===== src/rtl/alu_share_arbiter.sv =====
// -----------------------------------------------------------------------------
// alu_share_arbiter
//   Shares one ALU (aluController + datapath) between two requesters using
//   round-robin arbitration. The accepted operation is registered onto the
//   alu_* outputs, and the ALU result is captured one cycle later. This keeps
//   the combinational ALU path isolated from requester timing. Each operation
//   runs IDLE -> EXEC -> RESP -> IDLE, so the best case is one op per 3 cycles.
//
// Ports
//   clk, rst                 clock (rising edge), async active-high reset
//   reqN_valid / reqN_ready  request handshake for requester N (N = 0, 1)
//   reqN_aluOp/funct3/funct7 operation select passed through to the ALU
//   reqN_a / reqN_b          operands, passed through unmodified
//   alu_aluOp..alu_b         registered ALU inputs
//   alu_result / alu_zero    combinational ALU outputs
//   rsp_valid / rsp_ready    response handshake
//   rsp_id                   requester that owns the response
//   rsp_result / rsp_zero    captured ALU outputs
//   busy                     high whenever the FSM is not IDLE
// -----------------------------------------------------------------------------
module alu_share_arbiter #(
  parameter int WIDTH = 32
) (
  input  logic             clk,
  input  logic             rst,
  input  logic             req0_valid,
  output logic             req0_ready,
  input  logic [1:0]       req0_aluOp,
  input  logic [2:0]       req0_funct3,
  input  logic             req0_funct7,
  input  logic [WIDTH-1:0] req0_a,
  input  logic [WIDTH-1:0] req0_b,
  input  logic             req1_valid,
  output logic             req1_ready,
  input  logic [1:0]       req1_aluOp,
  input  logic [2:0]       req1_funct3,
  input  logic             req1_funct7,
  input  logic [WIDTH-1:0] req1_a,
  input  logic [WIDTH-1:0] req1_b,
  output logic [1:0]       alu_aluOp,
  output logic [2:0]       alu_funct3,
  output logic             alu_funct7,
  output logic [WIDTH-1:0] alu_a,
  output logic [WIDTH-1:0] alu_b,
  input  logic [WIDTH-1:0] alu_result,
  input  logic             alu_zero,
  output logic             rsp_valid,
  input  logic             rsp_ready,
  output logic             rsp_id,
  output logic [WIDTH-1:0] rsp_result,
  output logic             rsp_zero,
  output logic             busy
);

  localparam logic [1:0] IDLE = 2'd0;
  localparam logic [1:0] EXEC = 2'd1;
  localparam logic [1:0] RESP = 2'd2;

  logic [1:0]       state_reg, state_next;
  logic             last_grant_reg;
  logic [1:0]       alu_op_reg;
  logic [2:0]       alu_f3_reg;
  logic             alu_f7_reg;
  logic [WIDTH-1:0] alu_a_reg, alu_b_reg;
  logic             rsp_id_reg;
  logic [WIDTH-1:0] rsp_result_reg;
  logic             rsp_zero_reg;

  logic [1:0] valid_vec;
  logic [1:0] ready_vec;
  logic       accept;
  logic       sel;

  assign valid_vec = {req1_valid, req0_valid};

  // A port wins if it is the only one asking, or if both ask and the other
  // port was granted last. Ready is masked during reset so nothing can be
  // accepted while rst is high.
  genvar gi;
  generate
    for (gi = 0; gi < 2; gi++) begin : g_port
      logic other_had_last;
      assign other_had_last = (last_grant_reg == 1'(1 - gi));
      assign ready_vec[gi]  = valid_vec[gi] & (~valid_vec[1-gi] | other_had_last)
                              & (state_reg == IDLE) & ~rst;
    end
  endgenerate

  assign req0_ready = ready_vec[0];
  assign req1_ready = ready_vec[1];
  assign accept     = |ready_vec;
  assign sel        = ready_vec[1];

  always_comb begin
    state_next = state_reg;
    case (state_reg)
      IDLE:    if (accept) state_next = EXEC;
      EXEC:    state_next = RESP;
      RESP:    if (rsp_ready) state_next = IDLE;
      default: state_next = IDLE;
    endcase
  end

  always_ff @(posedge clk or posedge rst) begin
    if (rst) begin
      state_reg      <= IDLE;
      last_grant_reg <= 1'b1;  // port 0 wins the first tie after reset
      alu_op_reg     <= '0;
      alu_f3_reg     <= '0;
      alu_f7_reg     <= 1'b0;
      alu_a_reg      <= '0;
      alu_b_reg      <= '0;
      rsp_id_reg     <= 1'b0;
      rsp_result_reg <= '0;
      rsp_zero_reg   <= 1'b0;
    end else begin
      state_reg <= state_next;
      if (state_reg == IDLE && accept) begin
        alu_op_reg     <= sel ? req1_aluOp  : req0_aluOp;
        alu_f3_reg     <= sel ? req1_funct3 : req0_funct3;
        alu_f7_reg     <= sel ? req1_funct7 : req0_funct7;
        alu_a_reg      <= sel ? req1_a      : req0_a;
        alu_b_reg      <= sel ? req1_b      : req0_b;
        rsp_id_reg     <= sel;
        last_grant_reg <= sel;
      end
      // ALU inputs have been stable for the whole EXEC cycle; capture here.
      if (state_reg == EXEC) begin
        rsp_result_reg <= alu_result;
        rsp_zero_reg   <= alu_zero;
      end
    end
  end

  assign alu_aluOp  = alu_op_reg;
  assign alu_funct3 = alu_f3_reg;
  assign alu_funct7 = alu_f7_reg;
  assign alu_a      = alu_a_reg;
  assign alu_b      = alu_b_reg;
  assign rsp_valid  = (state_reg == RESP);
  assign rsp_id     = rsp_id_reg;
  assign rsp_result = rsp_result_reg;
  assign rsp_zero   = rsp_zero_reg;
  assign busy       = (state_reg != IDLE);

endmodule


===== config.mk =====
export PLATFORM = sky130hd
export DESIGN_NAME = alu_share_arbiter
export DESIGN_NICKNAME = d
export VERILOG_FILES = /design/src/rtl/alu_share_arbiter.sv
export SDC_FILE = /design/constraint.sdc
export NUM_CORES = 1
export LEC_CHECK = 0
export CAP_MARGIN = 20
export CORE_MARGIN = 1.5
export CORE_UTILIZATION = 35
export DETAILED_ROUTE_END_ITERATION = 10
export PLACE_DENSITY = 0.84
export SLEW_MARGIN = 20
export SYNTH_ARGS = -nofsm -noshare
export SYNTH_HDL_FRONTEND = slang
export SYNTH_SLANG_ARGS = --single-unit
export TNS_END_PERCENT = 5

===== constraint.sdc =====
create_clock -name clk -period 3.7 [get_ports clk]
set_clock_uncertainty 0.05 [all_clocks]
set_input_delay 1.11 -clock clk [delete_from_list [all_inputs] [get_ports clk]]
set_output_delay 1.11 -clock clk [all_outputs]
set_load 0.01 [all_outputs]

==> impl_metrics.env <==
export IMPL_run_status="finished clean"
export IMPL_critical_path_top_delay_family="buffers and inverters"
export IMPL_synth_top_cell_area_share_pct=52.8
export IMPL_dieArea_um2=15100
export IMPL_path_depth=4
export IMPL_endpoint="req1_ready"
export IMPL_tritoncts_num_buffers=9
export IMPL_placement_io_buffers=285
export IMPL_rsz_0062_raised_after_global_routing="false"
export IMPL_hp_class="register to register"
export IMPL_cell_with_the_largest_stage_delay_on_the_worst_path="or3_2"
export IMPL_timing_critical_path_slowest_cell_delay_ns=0.42
export IMPL_starting_utilization_of_the_core_area_pct=36.0
export IMPL_floorplan_io_pins=286
export IMPL_critPathLaunchType="input pin"
export IMPL_timing_rr_start="state_reg[0]$_DFFE_PP0P_"
export IMPL_layout_min_cycle_time_ns=3.58
export IMPL_final_max_slew_violation_count=0
export IMPL_post_synth_top_count_cell="dfrtp_1"
export IMPL_syn_instance_count=495
export IMPL_via_per_inst=5.41
export IMPL_critical_path_buf_inv_count=2
export IMPL_number_of_detailed_route_iterations_in_the_first_pass=4
export IMPL_die_height_um=123
export IMPL_slew_headroom_pct=43.0
export IMPL_insertion_delay_of_the_later_clocked_pin_in_the_worst_skew_pair_ns=0.34
export IMPL_critPathArrivalTime_ns=2.42
export IMPL_r2r_setup_slk_ns=1.18
export IMPL_layout_drive_gt1_share_pct=5.43
export IMPL_synth_warning_count=0
export IMPL_ys_dominant_reg_cell="dfrtp_1"
export IMPL_synth_fp_nets=673
export IMPL_synth_area_leaders="dfrtp_1, a31oi_1, mux2_1"
export IMPL_htree_num_levels=3
export IMPL_synth_enable_flop_cells=0
export IMPL_sink_count=107
export IMPL_die_w_um=123
export IMPL_detail_route_iter0_violations=346
export IMPL_rr_worst_depth=5
export IMPL_gr_usage_all_layers_pct=21.8
export IMPL_synth_lib_cells_used_distinct=22
export IMPL_grt_first_pass_wirelength_um=25400
export IMPL_syn_area_um2=5020
export IMPL_stdcell_area_um2=8260
export IMPL_cts_hold_buf=0
export IMPL_first_global_vias=4948
export IMPL_area_growth_pct=64.6
export IMPL_grt_antenna_before_repair=1
export IMPL_avg_synthesized_cell_area_um2=10.1
export IMPL_vias=5063
export IMPL_ys_ff_latch=107
export IMPL_synth_seq_area_share_pct=53.4
export IMPL_fin_worst_hold_slack_ns=0.443
export IMPL_worstPathMaxFanout=2
export IMPL_finalWirelength_um=16700
export IMPL_reg2reg_to="alu_b[27]$_DFFE_PP0P_"
export IMPL_max_clock_path_buffers=2
export IMPL_worstSetupPathType="input pin to output port"
export IMPL_fp_coreArea_um2=13900
export IMPL_tritoncts="yes"
export IMPL_cellPowerDensity_nw_per_um2=686
export IMPL_globalplace_congestion=0.809
export IMPL_cts_post_setup_buffers_inserted=0
export IMPL_drcViolationCount=0
export IMPL_final_min_period_over_clock_period_pct=96.7
export IMPL_antenna_violating_nets_post_route=0
export IMPL_hpwl_um=11300
export IMPL_clk_pin_slew_ns=0.08
export IMPL_finalNetCount=928
export IMPL_wl_per_cell_um=17.8
export IMPL_dpl_instance_area_um2=7930
export IMPL_cts_root_buffer_cell="clkbuf_16"
export IMPL_synthArstFlopShare_pct=100
export IMPL_ir_drop_v=0.000323
export IMPL_pin_count_of_the_biggest_net_entering_global_routing=79
export IMPL_worstSetupEndpointType="output port"
export IMPL_floorplan_rows=43
export IMPL_cp_data_required_time_ns=2.54
export IMPL_drv_cap=0
export IMPL_leakagePower_uw=0.00311
export IMPL_ranking_of_synthesized_cells_by_instance_count="dfrtp_1, nand3_1, o21ai_1"
export IMPL_finalHoldViolCount=0
export IMPL_setup_violations=0
export IMPL_startpoint="rst"
export IMPL_crit_path_cell_trace="clkdlybuf4s50_1 > or3_2 > nor2_1 > clkdlybuf4s15_1"
export IMPL_clock_fmax_ghz=0.280
export IMPL_synth_top_cell_by_area="dfrtp_1"
export IMPL_grt_ovfl_total=0
export IMPL_timing_worst_slew_pin_value_ns=0.855
export IMPL_final_cell_utilization_of_the_core_pct=59.3
-- cells in the final DEF, fill, tap and decap left out --
master,instances
clkdlybuf4s50_1,283
dfrtp_1,106
o21ai_1,71
nand3_1,71
a21oi_1,70
a31oi_1,70
mux2_1,33
buf_4,12
clkbuf_16,9
buf_12,4
nand2b_1,2
inv_1,2
clkinvlp_4,2
a21o_1,2
inv_8,2
bufinv_16,2
diode_2,1
nand2b_2,1
or3_2,1
a21bo_2,1
nor3_4,1
or2_2,1
and2_4,1
a21boi_4,1
or2_1,1
nor2_1,1
clkinv_4,1
inv_6,1
dfstp_2,1
dlygate4sd2_1,1
clkdlybuf4s15_1,1
-- cells by family after synthesis --
kind of cell	Yosys count	share of synthesized area (%)
buffers and inverters	60	7.33
AO/OA/AOI/OAI	215	23.5
multiplexers	33	7.40
AND/OR/NAND/NOR	80	8.40
flip-flops	107	53.4
-- through the flow --
| stage | setup WS [ns] | TNS [ns] | total power (µW) | cells |
|---|---|---|---|---|
| final | 0.123 | 0 | 5670 | 936 |
| after global routing | 0.00725 | 0 | 6010 | 936 |
| after CTS | 0.0811 | 0 | 5730 | 935 |
| after detailed placement | -0.184 | -0.208 | 4630 | 919 |
| after global placement | -0.188 | -0.207 | 4560 | 919 |
| after floorplan | 0.712 | 0 | 3130 | 495 |
-- how the worst min path moves through the flow --
stage	start	end	slack, ns	depth (start not counted)
6_report	rsp_result[30]$_DFFE_PP0N_	rsp_result[30]$_DFFE_PP0N_	0.44	1
5_1_grt	rsp_result[6]$_DFFE_PP0N_	rsp_result[6]$_DFFE_PP0N_	0.46	1
4_1_cts	rsp_result[4]$_DFFE_PP0N_	rsp_result[4]$_DFFE_PP0N_	0.45	1
3_5_place_dp	rsp_id$_DFFE_PP0P_	rsp_id$_DFFE_PP0P_	0.43	1
3_3_place_gp	rsp_id$_DFFE_PP0P_	rsp_id$_DFFE_PP0P_	0.42	1
2_1_floorplan	g_port[0].other_had_last$_DFFE_PP1P_	g_port[0].other_had_last$_DFFE_PP1P_	0.46	1
-- area by class of cell --
| cell class | instances | area (µm²) |
|---|---|---|
| antenna | 1 | 2.50 |
| clock buffer | 9 | 225 |
| clock inverter | 7 | 108 |
| fill | 1190 | 5670 |
| inverter | 3 | 15.0 |
| multi-input combinational | 328 | 1980 |
| sequential | 107 | 2680 |
| tap | 180 | 225 |
| timing repair buffer | 301 | 3020 |
-- per-layer routing --
| metal | GRT usage [%] | up-vias | share of wire [%] |
|---|---|---|---|
| li1 | - | 2350 | - |
| met1 | 25.0 | 2425 | 38 |
| met3 | 5.86 | 32 | 9.4 |
| met5 | 0 | - | 0 |
| met2 | 37.7 | 256 | 50 |
| met4 | 10.3 | 0 | 2.7 |
-- where the power goes --
group,internal [µW],switching [µW]
registers,1710,305
logic,1440,1140
clock network,608,474
total,3750,1910
-- what timing repair did --
item                       in CTS  in global routing
pin swaps                       0                  0
resized for setup               2                  1
setup endpoints to repair       2                  1
Power figures use the tool's default switching activity.
